===== src/rtl/if_fetch_stage_if.sv =====
// Instruction-memory bus between the fetch stage (master) and instruction memory (slave).
// Handshake: req is held with addr stable until ack; ack may arrive in the same cycle as req,
// one ack completes one request, and ack while req=0 carries no meaning.
interface if_fetch_stage_if #(
  parameter int PC_W    = 8,
  parameter int INSTR_W = 8
);
  logic               imem_req;
  logic [PC_W-1:0]    imem_addr;
  logic               imem_ack;
  logic [INSTR_W-1:0] imem_rdata;

  modport master (output imem_req, imem_addr, input imem_ack, imem_rdata);
  modport slave  (input imem_req, imem_addr, output imem_ack, imem_rdata);
endinterface


===== src/rtl/if_fetch_stage.sv =====
// Instruction-fetch stage: owns the PC, fetches over the imem bus, feeds IF/ID registers,
// buffers one instruction returned during a stall, and flushes on redirect.
module if_fetch_stage #(
  parameter int                 PC_W      = 8,
  parameter int                 INSTR_W   = 8,
  parameter logic [PC_W-1:0]    RESET_PC  = '0,
  parameter logic [INSTR_W-1:0] NOP_INSTR = '0
) (
  input  logic                clk,
  input  logic                rst,
  if_fetch_stage_if.master    imem,
  input  logic                stall,
  input  logic                redirect_valid,
  input  logic [PC_W-1:0]     redirect_pc,
  output logic [INSTR_W-1:0]  instr_out,
  output logic [PC_W-1:0]     pc_out,
  output logic                instr_valid,
  output logic [1:0]          dbg_state
);

  typedef enum logic [1:0] {FETCH = 2'd0, DRAIN = 2'd1, HOLD = 2'd2} state_t;

  localparam logic [PC_W-1:0] PC_ONE = 1;

  state_t             state, state_nxt;
  logic [PC_W-1:0]    pc, pc_nxt;
  logic [PC_W-1:0]    target, target_nxt;
  logic [PC_W-1:0]    hold_pc, hold_pc_nxt;
  logic [INSTR_W-1:0] hold_instr, hold_instr_nxt;
  logic [INSTR_W-1:0] instr_nxt;
  logic [PC_W-1:0]    pc_out_nxt;
  logic               valid_nxt;
  logic               acc;
  logic               load;
  logic [PC_W-1:0]    load_pc;
  logic [INSTR_W-1:0] load_instr;

  assign imem.imem_req  = !rst && (state != HOLD);
  assign imem.imem_addr = pc;
  assign acc            = imem.imem_req && imem.imem_ack;
  assign dbg_state      = state;

  always_comb begin
    state_nxt      = state;
    pc_nxt         = pc;
    target_nxt     = target;
    hold_pc_nxt    = hold_pc;
    hold_instr_nxt = hold_instr;
    load           = 1'b0;
    load_pc        = pc;
    load_instr     = imem.imem_rdata;
    case (state)
      FETCH: begin
        if (acc) begin
          if (redirect_valid) begin
            pc_nxt = redirect_pc;
          end else if (!stall || !instr_valid) begin
            load   = 1'b1;
            pc_nxt = pc + PC_ONE;
          end else begin
            hold_pc_nxt    = pc;
            hold_instr_nxt = imem.imem_rdata;
            pc_nxt         = pc + PC_ONE;
            state_nxt      = HOLD;
          end
        end else if (redirect_valid) begin
          target_nxt = redirect_pc;
          state_nxt  = DRAIN;
        end
      end
      DRAIN: begin
        // The wrong-path request must still complete; the newest redirect target wins.
        if (redirect_valid) target_nxt = redirect_pc;
        if (acc) begin
          pc_nxt    = redirect_valid ? redirect_pc : target;
          state_nxt = FETCH;
        end
      end
      HOLD: begin
        if (redirect_valid) begin
          pc_nxt    = redirect_pc;
          state_nxt = FETCH;
        end else if (!stall) begin
          load       = 1'b1;
          load_pc    = hold_pc;
          load_instr = hold_instr;
          state_nxt  = FETCH;
        end
      end
      default: state_nxt = FETCH;
    endcase

    instr_nxt  = instr_out;
    pc_out_nxt = pc_out;
    valid_nxt  = instr_valid;
    if (redirect_valid) begin
      valid_nxt = 1'b0;
      instr_nxt = NOP_INSTR;
    end else if (load) begin
      valid_nxt  = 1'b1;
      instr_nxt  = load_instr;
      pc_out_nxt = load_pc;
    end else if (!stall) begin
      valid_nxt = 1'b0;
      instr_nxt = NOP_INSTR;
    end
  end

  always_ff @(posedge clk) begin
    if (rst) begin
      state       <= FETCH;
      pc          <= RESET_PC;
      target      <= '0;
      hold_pc     <= '0;
      hold_instr  <= '0;
      instr_out   <= NOP_INSTR;
      pc_out      <= '0;
      instr_valid <= 1'b0;
    end else begin
      state       <= state_nxt;
      pc          <= pc_nxt;
      target      <= target_nxt;
      hold_pc     <= hold_pc_nxt;
      hold_instr  <= hold_instr_nxt;
      instr_out   <= instr_nxt;
      pc_out      <= pc_out_nxt;
      instr_valid <= valid_nxt;
    end
  end

endmodule

===== src/flat_wrapper.sv =====
// flat-port wrapper written by rule: the top's interface ports become plain ports
module if_fetch_stage_flat 
#(
  parameter int                 PC_W      = 8,
  parameter int                 INSTR_W   = 8,
  parameter logic [PC_W-1:0]    RESET_PC  = '0,
  parameter logic [INSTR_W-1:0] NOP_INSTR = '0
)
  (clk, rst, stall, redirect_valid, redirect_pc, instr_out, pc_out, instr_valid, dbg_state, imem_imem_req, imem_imem_addr, imem_imem_ack, imem_imem_rdata);
  if_fetch_stage_if #(.PC_W(PC_W), .INSTR_W(INSTR_W)) imem_i ();
  input  logic clk;
  input  logic rst;
  input  logic stall;
  input  logic redirect_valid;
  input  logic [PC_W-1:0] redirect_pc;
  output logic [INSTR_W-1:0] instr_out;
  output logic [PC_W-1:0] pc_out;
  output logic instr_valid;
  output logic [1:0] dbg_state;
  output wire logic [$bits(imem_i.imem_req)-1:0] imem_imem_req;
  output wire logic [$bits(imem_i.imem_addr)-1:0] imem_imem_addr;
  input wire logic [$bits(imem_i.imem_ack)-1:0] imem_imem_ack;
  input wire logic [$bits(imem_i.imem_rdata)-1:0] imem_imem_rdata;
  assign imem_imem_req = imem_i.imem_req;
  assign imem_imem_addr = imem_i.imem_addr;
  assign imem_i.imem_ack = imem_imem_ack;
  assign imem_i.imem_rdata = imem_imem_rdata;
  if_fetch_stage #(.PC_W(PC_W), .INSTR_W(INSTR_W), .RESET_PC(RESET_PC), .NOP_INSTR(NOP_INSTR)) u_core (.clk(clk), .rst(rst), .imem(imem_i), .stall(stall), .redirect_valid(redirect_valid), .redirect_pc(redirect_pc), .instr_out(instr_out), .pc_out(pc_out), .instr_valid(instr_valid), .dbg_state(dbg_state));
endmodule

===== config.mk =====
export PLATFORM = sky130hd
export DESIGN_NAME = if_fetch_stage_flat
export DESIGN_NICKNAME = d
export VERILOG_FILES = /design/src/rtl/if_fetch_stage_if.sv /design/src/rtl/if_fetch_stage.sv /design/src/flat_wrapper.sv
export SDC_FILE = /design/constraint.sdc
export NUM_CORES = 1
export LEC_CHECK = 0
export CAP_MARGIN = 15
export CELL_PAD_IN_SITES_DETAIL_PLACEMENT = 1
export CELL_PAD_IN_SITES_GLOBAL_PLACEMENT = 1
export CORE_UTILIZATION = 39
export CTS_CLUSTER_SIZE = 25
export DETAILED_ROUTE_END_ITERATION = 6
export PLACE_DENSITY = 0.78
export SETUP_SLACK_MARGIN = 0.4
export SLEW_MARGIN = 20
export SYNTH_ARGS = -nofsm -noshare
export SYNTH_HDL_FRONTEND = slang
export SYNTH_SLANG_ARGS = --single-unit

===== constraint.sdc =====
create_clock -name clk -period 2.4 [get_ports clk]
set_input_delay 0.48 -clock clk [delete_from_list [all_inputs] [get_ports clk]]
set_output_delay 0.48 -clock clk [all_outputs]
set_load 0.05 [all_outputs]

# Word-level counts from Yosys, hierarchy flattened
# Index checks and enable logic that the tools add are counted.
[word_totals] wordCells=68 out_inout_bits=28 reg_bits=51
[classes] n_reduce_logical=15 n_addsub=1 mux=30 bitwise_logic=2 eq_ne=12
[ops] op="8-bit 2-to-1 mux" count=12
[ops] op="8-bit one-hot mux with 3 select lines" count=1
[ops] op="8-bit one-hot mux with 2 select lines" count=1
[ops] op="2-bit 2-to-1 mux" count=7
[ops] op="3-bit inequality test, second input constant" count=3
[ops] op="8-bit by 1-bit adder with 8-bit output, second input constant" count=1
[ops] op="4-bit AND reduction" count=2
[ops] op="1-bit 2-to-1 mux" count=7
[ops] op="2-bit by 1-bit inequality test with 1-bit output, second input constant" count=3
[ops] op="2-bit inequality test, second input constant" count=3
[ops] op="2-bit one-hot mux with 3 select lines" count=1
[ops] op="5-bit AND reduction" count=1
[ops] op="2-bit AND reduction" count=2
[ops] op="1-bit zero test" count=3
[ops] op="3-bit by 2-bit inequality test with 1-bit output, second input constant" count=1
[ops] op="3-bit nonzero test" count=1
[ops] op="2-bit by 1-bit equality test with 1-bit output, second input constant" count=1
[ops] op="2-bit equality test, second input constant" count=1
[ops] op="1-bit logical AND" count=2
[ops] op="2-bit zero test" count=1
[ops] op="1-bit NOT" count=2
[ops] op="1-bit one-hot mux with 2 select lines" count=1
[ops] op="2-bit nonzero test" count=1
[ops] op="2-bit OR reduction" count=1
[ops] op="1-bit logical OR" count=1

# Depth between registers and ports, before layout
# Gate-level depths: netlist of the first run.
[depth] depth_word=7 depth_mapped=9

# Worst setup path after synthesis of the first run
# No wires, ideal clock.
[synth_timing] path_type="reg2reg" from="reg u_core.state[0] (netlist: u_core.dbg_state[0])" to="reg u_core.hold_pc[0]" t_arrival_ns=2.251 period_less_slack_ns=2.378 setup_slack_ns=0.022 stages_incl_launch_ff=8 path_buffers=1 setup_ns=0.128 cell_sequence="dfxtp_1 > inv_1 > ha_1 > nand4bb_4 > nor3_4 > buf_4 > mux2i_1 > nor2_1"
[synth_between] elab_chain_cells=4 word_cells_on_any_way=5 cone_classes="eq/ne (1); reduce/logical (4)"
[synth_lines] item="from (decl)" line_no="if_fetch_stage.sv:25" text="state_t state, state_nxt;"
[synth_lines] item="from (signal assigned)" line_no="if_fetch_stage.sv:120" text="state <= state_nxt;"
[synth_lines] item="2-bit inequality test" line_no="if_fetch_stage.sv:38" text="assign imem.imem_req = !rst && (state != HOLD);"
[synth_lines] item="1-bit logical AND" line_no="if_fetch_stage.sv:38"
[synth_lines] item="1-bit logical AND" line_no="if_fetch_stage.sv:40" text="assign acc = imem.imem_req && imem.imem_ack;"
[synth_lines] item="4-bit AND reduction (no line) (*)"
[synth_lines] item="to (signal assigned)" line_no="if_fetch_stage.sv:123" text="hold_pc <= hold_pc_nxt;"
[synth_lines] item="to (decl)" line_no="if_fetch_stage.sv:28" text="logic [PC_W-1:0] hold_pc, hold_pc_nxt;"
# Mark *: on every way between the ends. The rest lies on a longest branch, timed or not.
# A chain may end at the register's enable or synchronous reset.

# Worst setup path in the final report of the first run
[layout_timing] from="reg u_core.pc_out[0]" to="out pc_out[0]"
[layout_lines] item="from (decl)" line_no="if_fetch_stage.sv:16" text="output logic [PC_W-1:0] pc_out,"
[layout_lines] item="from (signal assigned)" line_no="if_fetch_stage.sv:126" text="pc_out <= pc_out_nxt;"
[layout_lines] item="to (decl)" line_no="flat_wrapper.sv:17" text="output logic [PC_W-1:0] pc_out;"
# No word-level cell between the ends.

==> out/metrics.cfg, run 1 <==
[sta]
rsz0062_at_grt=no
setup_violations=0
drv_slew=0
fin_tns_setup_ns=0
skew_ns=0.00724
relSlewSlack_pct=62.2
fin_crit_sh_pct=81.0
fmax_ghz=0.514
worst_pin_slew_ns=0.564
period_needed_ns=1.94
hold_violations=0

[clock_tree]
postCtsHoldBufs=0
cts_tree=built
clockBufferDepth=2
clk_pin_slew_ns=0.09
clk_latency_ns=0.30
clock-root-buffer=clkbuf_8
h-tree-depth=2
clock-sinks=51
numCtsBuffers=5

[critical_path]
worst-r2r-cell-count=7
cp-start-kind=register
critical_path_class=reg -> out
crit_buf_inv=1
max_stage_delay_ns=0.82
critPathTopFamily=buffers and inverters
reg2reg_slack_ns=0.46
crit_required_ns=1.92
slowest_stage=clkdlybuf4s50_1
r2r-end=u_core.imem.imem_addr[5]
cp-end-kind=output pin
cp_cell_sequence=clkdlybuf4s50_1
cp_data_arrival_time_ns=1.46
worst-path-max-fanout=2
cp.depth=1
r2r-start=u_core.dbg_state[1]

[pwr]
peakVddDrop_mv=0.507
seqPwrFrac_pct=31.8
pwr-share-clk_pct=14.3
power_frac_comb_pct=53.8
p_leak_nw=1.41
p_switching_mw=1.47
swShare_pct=42.2
internal_power_mw=2.01
powerDensity_nw_per_um2=1020

[run]
cap_viol_max_count=0

[die]
rows=29
ios=49
die-height_um=83.1
coreArea_um2=6350
die_area_um2=6900
die_x_um=83.1
floorplan.initialDensity_pct=40.4

[worst_hold_path]
hp-start=u_core.instr_out[1]
hold_depth=2
hold_path_end=u_core.instr_out[1]
hold_class=reg -> reg

[place]
hpwl_um=5140
gp_congestion=0.826
dp.cells=395
portBuffers=48

[global_routing]
grt_use_total_pct=20.6
antenna_found_initial=0
grt_pass1_wl_um=11500
overflow=0
grt_pass1_vias=2270
grt_max_degree=26

[synth]
synth_compound_area_share_pct=17.4
syn_area_um2=2560
synth-seq-cells=51
synthArstFlopShare_pct=0
synth_top_area_share_pct=39.8
synthCells=275
yosys-top-cells-area=dfxtp_1 (40%), mux2i_1 (16%), nor2_1 (5.4%)
synth-edff-count=0
seq_area_frac_synth_pct=39.8
syn_nets=301
yosys.area.top_type=dfxtp_1
avgSynthCellArea_um2=9.32
ys.flop_type=dfxtp_1
synth_xor_area_share_pct=0.342
synth.distinct_cells=50
synth.mux.area_fraction_pct=16.5
synthAdderAreaFrac_pct=2.44
synth-simple-area-share_pct=18.8
synth_top_family_by_area=simple AND/OR/NAND/NOR gates
ys_warn_count=0

[detailed_routing]
dr.pass1.iters=4
drt-met1-wl_um=3500
wire_per_inst_um=17.3
top_layer_used=met4
remaining_drc_errors=0
vias=2279
ant_nets=0
wl_um=7090
dr_wl_met2_um=3360
met3WireLength_um=151
dr.first_iter.drc_count=94
vias_per_cell=5.55

[layout]
regArea_um2=1030
drive_above_1_share_pct=16.5
fill_cells=717
fin_cells=411
layout.nets=360
syn_to_final_growth_pct=33.7
n_antenna_cell=0
multi_input_area_um2=1460

[outcome]
status=finished, final reports clean

==> power groups by stage <==
stage | Sequential [mW] | Combinational (mW) | Clock, mW
after floorplan | 1.44 | 0.829 | 0
after global placement | 1.11 | 1.66 | 0
after detailed placement | 1.12 | 1.70 | 0
after CTS | 1.11 | 1.80 | 0.511
after global routing | 1.13 | 2.00 | 0.547
final | 1.11 | 1.87 | 0.499
==> synth_stat cells (all sizes together), types with 2 or more instances <==
cell type and n:
or3b 2, ha 5, and3 2, buf 11, a21boi 3, o21ai 5
nand3 5, o32ai 4, nand4 9, mux2i 41, a21oi 8, inv 5
o22ai 4, o31ai 9, nor3 3, a221oi 3, nand2b 5, nor2 37
a211oi 14, dfxtp 51, nand2 18, nor2b 4, clkbuf 9, or2 3
==> layer usage <==
metal	up-vias	global-route usage (%)
met3	6	3.18
met5	-	0
met4	0	5.80
met2	28	33.7
li1	1121	-
met1	1124	28.2
==> how the worst max path moves through the flow <==
stage                              startpoint                       end
after global routing      u_core.dbg_state[1]  u_core.imem.imem_addr[5]
final                        u_core.pc_out[0]                 pc_out[0]
after CTS                                 rst             imem_imem_req
after detailed placement       redirect_valid  u_core.imem.imem_addr[0]
after global placement         redirect_valid  u_core.imem.imem_addr[5]
after floorplan           u_core.dbg_state[0]  u_core.imem.imem_addr[4]
==> per-stage QoR <==
stage	util [%]	setup slack, ns	power (mW)	cell area [µm²]	hold WS [ns]
final	54.0	0.455	3.48	3430	0.483
after global routing	54.0	0.398	3.68	3430	0.511
after CTS	52.9	0.402	3.41	3360	0.486
after detailed placement	50.6	0.0877	2.82	3210	0.474
after global placement	50.6	0.116	2.77	3210	0.461
after floorplan	-	0.402	2.27	2580	0.452
==> layout by cell type (no fill, tap or decap), types with 2 or more instances in the layout <==
master,count
dfxtp_1,49
mux2i_1,41
clkdlybuf4s50_1,37
nor2_1,36
buf_4,18
nand2_1,17
a211oi_1,13
nand4_1,9
o31ai_1,9
a21oi_1,7
clkbuf_8,6
dlymetal6s2s_1,6
nand2b_1,5
nand3_1,5
nor2b_1,4
o21ai_0,4
dlygate4sd2_1,4
buf_12,4
or2_2,3
a21boi_0,3
o22ai_1,3
inv_1,3
o32ai_1,3
buf_6,3
inv_4,2
a221oi_1,2
and3_1,2
nor3_1,2
ha_4,2
ha_1,2
dfxtp_4,2
==> final cells by class <==
| cell class | count | share of cell area [%] |
|---|---|---|
| tap | 77 | 2.81 |
| multi-input combinational | 199 | 42.6 |
| timing repair buffer | 72 | 21.3 |
| clock buffer | 6 | 2.41 |
| sequential | 51 | 30.0 |
| clock inverter | 1 | 0.146 |
| inverter | 5 | 0.694 |
==> state kept, by name, indices dropped and copies added, names as in the netlist <==
signal and flops:
u_core.hold_instr 8, u_core.hold_pc 8, u_core.imem.imem_addr 8, u_core.instr_out 8, u_core.pc_out 8, u_core.target 8
u_core.dbg_state 2, u_core.instr_valid 1
==> kinds of logic (layout without fill, tap and decap cells) <==
group / Yosys count / in the layout
buffers and inverters: 25 / 84
AO/OA/AOI/OAI: 58 / 58
AND/OR/NAND/NOR: 93 / 93
flip-flops: 51 / 51
XOR/XNOR: 1 / 1
multiplexers: 42 / 42
adder cells (fa/ha/maj): 5 / 5
==> what timing repair did <==
action | in CTS | in global routing
pin swaps | 1 | 4
buffers inserted | 4 | 5
setup endpoints to repair | 9 | 20
cloned | 0 | 0
gates resized for setup | 11 | 11
Note: power is estimated with default switching activity, not from simulation.
==> run 2: changes to the inputs <==
- CORE_UTILIZATION: 39 -> 35
- PLACE_DENSITY: 0.78 -> 0.74
- clock period: 2.4 -> 1.58 ns (I/O delays scaled with it)
==> run 2 against run 1 <==
- the run now ends with setup timing left
- final cell count is 17% higher
- largest cell class unchanged
- sequential cell count unchanged
- routed wire length is 48% higher
- sequential power rose by 59%
- hold slack gained 0.029 ns
- critical path depth is 8 higher
- via count increased by 19%
- core utilization rose by 9.0 points
- combinational power increased by 130%
- total power up 98%
- sequential share of layout area is 5.5 points lower
- non-clock buffer count increased by 48
==> out/metrics.cfg, run 2 (synthesis gave the netlist of run 1 again) <==
[critical_path]
cpMostUsedCell=buf_6
cp-end-kind=register  ; was output pin
cp_data_arrival_time_ns=2.17  ; was 1.46 ns
slowest_stage=dfxtp_4  ; was clkdlybuf4s50_1
cp-start-kind=register  ; unchanged
cp_cell_sequence=inv_4 -> buf_6 -> ha_4 -> nand4bb_4 -> buf_6 -> o22ai_4 -> clkbuf_16 -> nor2_2 -> a211oi_2  ; was clkdlybuf4s50_1
max_stage_delay_ns=0.40  ; was 0.82 ns
worst-path-max-fanout=7  ; was 2
crit_required_ns=1.82  ; was 1.92 ns
critical_path_class=reg -> reg  ; was reg -> out

[layout]
final_common_cell=buf_4  ; was dfxtp_1
fin_cells=479  ; was 411
drive_above_1_share_pct=47.8  ; was 16.5%
layout_common_cells=buf_4 (45), mux2i_1 (40), nor2_1 (30)  ; was dfxtp_1 (49), mux2i_1 (41), clkdlybuf4s50_1 (37)
syn_to_final_growth_pct=70.5  ; was 33.7%
n_antenna_cell=0  ; unchanged
fill_cells=742  ; was 717
layout.nets=408  ; was 360

[sta]
worst_pin_slew_ns=0.711  ; was 0.564 ns
hold_violations=0  ; unchanged
drv_slew=0  ; unchanged
relSlewSlack_pct=52.4  ; was 62.2%
rsz0062_at_grt=yes  ; was no
fin_crit_sh_pct=122
fin_tns_setup_ns=-12.32  ; was 0 ns
skew_ns=0.0108  ; was 0.00724 ns
worst_slack_ns=-0.342  ; was 0.455 ns
setup_violations=52  ; was 0
fmax_ghz=0.520
period_needed_ns=1.92

[die]
rows=30  ; was 29
die_area_um2=7670  ; was 6900 µm²
coreArea_um2=6940  ; was 6350 µm²
floorplan.initialDensity_pct=36.9  ; was 40.4%
ios=49  ; unchanged
die-height_um=87.6  ; was 83.1 µm
die_x_um=87.6  ; was 83.1 µm

[pwr]
peakVddDrop_mv=0.824  ; was 0.507 mV
finalPower_mw=6.89  ; was 3.48 mW
powerDensity_nw_per_um2=1580  ; was 1020 nW/µm²
p_leak_nw=1.80  ; was 1.41 nW

[worst_hold_path]
hold_class=reg -> reg  ; unchanged

[global_routing]
antenna_found_initial=0  ; unchanged
grt_use_total_pct=22.3  ; was 20.6%
grt_max_degree=26  ; unchanged
grt_pass1_wl_um=13200  ; was 11500 µm
grt_pass1_vias=2700  ; was 2270
overflow=0  ; unchanged

[outcome]
status=finished with violations  ; was finished, final reports clean
violations=setup timing

[clock_tree]
clock-sinks=51  ; unchanged
clock-root-buffer=clkbuf_8  ; unchanged
h-tree-depth=2  ; unchanged
numCtsBuffers=5  ; unchanged
clockBufferDepth=2  ; unchanged
clk_latency_ns=0.33  ; was 0.30 ns
cts_tree=built  ; unchanged
clk_pin_slew_ns=0.10  ; was 0.09 ns
postCtsHoldBufs=0  ; unchanged

[detailed_routing]
vias=2712  ; was 2279
drt-met1-wl_um=4020  ; was 3500 µm
dr.pass1.iters=4  ; unchanged
remaining_drc_errors=0  ; unchanged
dr_wl_met2_um=5700  ; was 3360 µm
wl_um=10500  ; was 7090 µm
wire_per_inst_um=21.9  ; was 17.3 µm
ant_nets=0  ; unchanged
met3WireLength_um=350  ; was 151 µm
vias_per_cell=5.66  ; was 5.55
top_layer_used=met4  ; unchanged
dr.first_iter.drc_count=100  ; was 94

[place]
gp_congestion=0.830  ; was 0.826
hpwl_um=5200  ; was 5140 µm
dp.cells=439  ; was 395
portBuffers=48  ; unchanged

[run]
cap_viol_max_count=0  ; unchanged

-- run 2: area by class of cell --
| cell class | count | area, µm² | share of cell area [%] |
|---|---|---|---|
| multi-input combinational | 199 | 1660 | 38.0 |
| timing repair buffer | 120 | 1400 | 32.0 |
| clock inverter | 3 | 27.5 | 0.630 |
| sequential | 51 | 1070 | 24.5 |
| clock buffer | 5 | 68.8 | 1.58 |
| inverter | 5 | 23.8 | 0.544 |
| tap | 96 | 120 | 2.75 |
-- run 2: layer usage --
metal,vias to the layer above,track usage [%]
met4,0,7.30
met5,-,0
met3,34,3.58
met2,83,43.2
li1,1222,-
met1,1373,24.5
-- run 2: timing repair --
item | 4_1_cts | 5_1_grt
endpoints found under the setup margin | 73 | 79
gates resized for setup | 52 | 61
cloned | 2 | 2
pin swaps | 19 | 16
setup buffers | 13 | 15
hold endpoints to repair | 0 | 0
-- run 2: final timing paths --
kind	start	end	slack (ns)	cells past startpoint
min	u_core.target[3]	u_core.target[3]	0.51	2
max reg2reg	u_core.dbg_state[0]	u_core.pc_out[4]	-0.34	9
min reg2reg	u_core.target[3]	u_core.target[3]	0.51	2
max	u_core.dbg_state[0]	u_core.pc_out[4]	-0.34	9
-- run 2: worst max-delay path: cells and delay by family (launching register included) --
kind | cells | cell delay [ns]
buffers and inverters | 4 | 0.56
and+or+nand+nor | 2 | 0.32
DFF | 1 | 0.40
AOI/OAI and AO/OA | 2 | 0.40
adders and majority gates | 1 | 0.17
-- run 2: metrics by stage --
step / util, % / hold slack [ns] / setup WS (ns) / area, µm²
after floorplan: - / 0.452 / -0.320 / 2660
after global placement: 51.1 / 0.460 / -0.500 / 3550
after detailed placement: 51.1 / 0.467 / -0.559 / 3550
after CTS: 57.6 / 0.502 / -0.289 / 4000
after global routing: 62.9 / 0.536 / -0.393 / 4370
final: 62.9 / 0.512 / -0.342 / 4370
-- run 2: report_power, final --
group / leakage (nW) / switching (mW) / internal, mW
clock network: 0.0463 / 0.515 / 0.327
registers: 0.428 / 0.235 / 1.53
logic: 1.32 / 2.17 / 2.11
total: 1.80 / 2.92 / 3.97
